<file path="src/rtl/register_file.sv">
// register_file: integer register file, 32 x DATA_WIDTH, x0 hardwired to zero
//   clk       : write clock, rising edge
//   rst_n     : asynchronous reset, active-high despite the name; clears x1..x31
//   rs1, rs2  : read addresses
//   rs1_data  : combinational contents of rs1 (0 when rs1 is x0)
//   rs2_data  : combinational contents of rs2 (0 when rs2 is x0)
//   reg_write : write enable for rd
//   rd        : write address; writes to x0 are discarded
//   rd_data   : write data
module register_file #(
    parameter  int DATA_WIDTH    = 32,
    localparam int REG_BUS_WIDTH = $clog2(DATA_WIDTH)
) (
    input  logic                     clk,
    input  logic                     rst_n,
    input  logic [REG_BUS_WIDTH-1:0] rs1,
    input  logic [REG_BUS_WIDTH-1:0] rs2,
    output logic [DATA_WIDTH-1:0]    rs1_data,
    output logic [DATA_WIDTH-1:0]    rs2_data,
    input  logic                     reg_write,
    input  logic [REG_BUS_WIDTH-1:0] rd,
    input  logic [DATA_WIDTH-1:0]    rd_data
);
    localparam int NREG = 2 ** REG_BUS_WIDTH;

    // x0 has no storage; the array starts at x1
    logic [DATA_WIDTH-1:0] regs_q [1:NREG-1];
    logic [DATA_WIDTH-1:0] regs_d [1:NREG-1];

    always_comb begin
        regs_d = regs_q;
        if (reg_write && rd != '0) regs_d[rd] = rd_data;
    end

    always_ff @(posedge clk or posedge rst_n) begin
        if (rst_n) regs_q <= '{default: '0};
        else       regs_q <= regs_d;
    end

    // No write bypass: reads see stored state only
    assign rs1_data = (rs1 == '0) ? '0 : regs_q[rs1];
    assign rs2_data = (rs2 == '0) ? '0 : regs_q[rs2];
endmodule

</file>
<file path="config.mk">
export PLATFORM = sky130hd
export DESIGN_NAME = register_file
export DESIGN_NICKNAME = d
export VERILOG_FILES = /design/src/rtl/register_file.sv
export SDC_FILE = /design/constraint.sdc
export NUM_CORES = 2
export LEC_CHECK = 0
export ABC_CLOCK_PERIOD_IN_PS = 34800
export BUFFER_PORTS_ARGS = -buffer_cell sky130_fd_sc_hd__buf_2
export CORE_ASPECT_RATIO = 1.75
export CORE_UTILIZATION = 40
export DETAILED_ROUTE_END_ITERATION = 6
export SYNTH_ARGS = -nofsm -noshare
export SYNTH_HDL_FRONTEND = slang
export SYNTH_SLANG_ARGS = --single-unit
</file>
<file path="constraint.sdc">
create_clock -name clk -period 34.8 [get_ports clk]
set_input_delay 3.48 -clock clk [delete_from_list [all_inputs] [get_ports clk]]
set_output_delay 3.48 -clock clk [all_outputs]
set_load 0.05 [all_outputs]
</file>
==> run summary <==
Die width -> 278.3 microns
Final-report hold violation count -> 0
Detail Placement HPWL -> 99.57 mm
Critical Path RT -> 31.32 ns
Drt drc -> 0
PwrDens -> 57.79 mW/mm^2
IO Port Bufs -> 113
Status -> finished, final reports clean
Worst setup EP type -> output port
Sequential Area -> 0.02482 sq mm
Post-layout minimum cycle time -> 11.00 ns
Yosys reg bits -> 992
Post-Syn Nets -> 3816
Sequential element share of the synthesized area -> 46.44%
Setup bufs post-CTS -> 0
# resized after CTS -> 0
Slowest stage delay, CP -> 0.73 ns
Pin count of the biggest net entering global routing -> 171
Core box area -> 0.1327 sq mm
Worst Setup Path Type -> input port to output port
Hold buffer count at cts -> 0
Worst Path Buf+Inv -> 5
Worst path top cell family by delay -> buffers and inverters
Yosys cell types -> 48
Avg Synthesized Cell Area -> 14.19 sq um
Number of placed I/O pins -> 114
Max Clock Skew -> 0 ns
Top post-synthesis cells by area -> dfrtp_1, mux2_2, mux4_2
Cells after Synth -> 3766
RSZ-0062 raised after global routing -> no
Clock buffer depth -> 3
Yosys top cell by area -> dfrtp_1
Via Count -> 35010
Initial antenna violation count -> 22
First-pass GRT wire length -> 261.5 mm
Number of synthesis warnings -> 0
GRT Total Usage -> 26.56%
Crit path cell chain -> buf_8 -> buf_4 -> buf_4 -> buf_4 -> mux4_2 -> nor2b_1 -> nor3_1 -> a21oi_1 -> o21ai_0 -> buf_2
Crit path arrival time -> 7.52 ns
Setup TNS -> 0 ns
Worst Max-Slew Pin Slew -> 1.235 ns
Post-synth top area share -> 46.44%
First-pass DRT Iterations -> 5
Worst path most repeated cell -> buf_4
Relative slew margins -> 17.44%
Gr ovfl total -> 0
Crit path max fanout -> 54
Cts bufs inserted -> 97
Die height -> 485.6 microns
MaxCap Viol Count -> 0
Slew Viols, Final -> 0
Final worst-path cycle share -> 31.60%
Peak Freq -> 0.09093 GHz
CTS root buffer -> clkbuf_16
Largest register by flop count -> regs_q
Setup violations, final -> 0
Filler Cell Count -> 11860
Share of layout cells above drive strength 1 -> 49.81%
DR WL/cell -> 32.72 microns
Setup crit start kind -> input port
Post-synth EDFFs -> 0
TritonCTS clock tree -> done
Vias per cell -> 6.434
Post-route ant nets -> 0
Max FFs per register -> 992
Starting Density -> 40.30%
Worst-skew pair later-pin latency -> 0.71 ns
Biggest regs -> regs_q: 992 flops
Final WL -> 178.1 mm
Vias in the first global route -> 36750
Num rows -> 177
Maximum vdd drop -> 0.03137 mV
HP Class -> register to register
Clock H-tree levels -> 3
P&R area growth vs syn -> 9.421%
Hold Slack -> 0.5221 ns
Critical Path Slowest Stage Cell -> o21ai_0
Leak -> 25.19 nW
Clock transition at path regs -> 0.06 ns
Nets -> 3717
Top FF cell, synth -> dfrtp_1
Clk sinks -> 992
Ys async rst share -> 100.0%
Mapped Area -> 0.05346 sq mm
Gp weighted congestion -> 0.7956
Multi-input logic area -> 0.02699 sq mm
Total Die Area -> 0.1352 sq mm
Fin util -> 44.09%
Initial DRC count -> 3000
synthesized netlist by cell type (12+ instances only):
| cell | n |
|---|---|
| clkbuf_1 | 195 |
| nor2b_1 | 57 |
| buf_1 | 61 |
| a221oi_1 | 54 |
| o21ai_0 | 40 |
| mux2_2 | 1072 |
| mux4_2 | 399 |
| mux2i_1 | 145 |
| o32a_1 | 14 |
| o221ai_1 | 15 |
| buf_4 | 32 |
| a22oi_1 | 12 |
| nor3_1 | 37 |
| dfrtp_1 | 992 |
| buf_2 | 101 |
| a21oi_1 | 115 |
| o211ai_1 | 39 |
| nand3_1 | 43 |
| nand2_1 | 193 |
| nor2_1 | 67 |
report_power, final:
group | switching [W] | internal, W | total (W)
clock | 0.000468 | 0.000606 | 0.00107
sequential | 0.000169 | 0.00138 | 0.00155
combinational | 0.000343 | 0.000414 | 0.000757
total | 0.000981 | 0.00240 | 0.00338
layout make-up:
| cell class | count | area share, % |
|---|---|---|
| inverters | 8 | 0.06845 |
| clock inverters | 22 | 0.3423 |
| repair buffers | 200 | 2.285 |
| clock buffers | 146 | 5.059 |
| well taps | 1700 | 3.636 |
| multi-input cells | 2368 | 46.15 |
| flip-flops and latches | 992 | 42.44 |
| diodes | 5 | 0.02139 |
cell families after synthesis:
| logic type | Yosys count | synth area share, % |
|---|---|---|
| AO/OA/AOI/OAI | 318 | 3.951 |
| buffers and inverters | 406 | 3.455 |
| flip-flops | 992 | 46.44 |
| multiplexers | 1625 | 42.55 |
| AND/OR/NAND/NOR | 425 | 3.607 |
metrics by stage:
step / std cells / cell area [sq um] / setup slack, ns / power [W]
after CTS: 5436 / 58480 / 23.65 / 0.003400
after floorplan: 3766 / 53460 / 3.411 / 0.002115
after global placement: 5268 / 55320 / 23.65 / 0.002300
after detailed placement: 5268 / 55320 / 23.66 / 0.002327
final: 5441 / 58490 / 23.80 / 0.003380
after global routing: 5436 / 58480 / 23.61 / 0.003519
placed cells by master, fill, tap and decap left out, types with 39 or more instances in the layout:
cell type and n:
mux2_2 1072, dfrtp_1 992, mux4_2 399, nand2_1 177, mux2i_1 145, a21oi_1 115, buf_2 104, clkbuf_16 103
buf_4 85, nor2b_1 54, a221oi_1 54, nor2_1 51, nand3_1 43, o21ai_0 40, o211ai_1 39
worst paths after layout:
kind / from / to / slack, ns / cells past startpoint
min: regs_q[318]$_DFFE_PP0P_ / regs_q[318]$_DFFE_PP0P_ / 0.52 / 1
max reg2reg: regs_q[721]$_DFFE_PP0P_ / regs_q[721]$_DFFE_PP0P_ / 33.98 / 1
min in group asynchronous: rst_n / regs_q[869]$_DFFE_PP0P_ / 2.87 / 2
max: rs2[1] / rs2_data[28] / 23.80 / 10
max in group asynchronous: rst_n / regs_q[240]$_DFFE_PP0P_ / 28.96 / 5
min reg2reg: regs_q[318]$_DFFE_PP0P_ / regs_q[318]$_DFFE_PP0P_ / 0.52 / 1
routing by layer:
metal	vias to the layer above	routed length (microns)	part of all wire [%]	track usage [%]
li1	14080	-	-	-
met4	14	6721	3.8	9.729
met3	359	10760	6.0	4.098
met5	-	83	0.047	0
met2	1284	88320	50	44.50
met1	19270	72170	41	34.77
No activity file was read; power rests on OpenSTA's default activity.
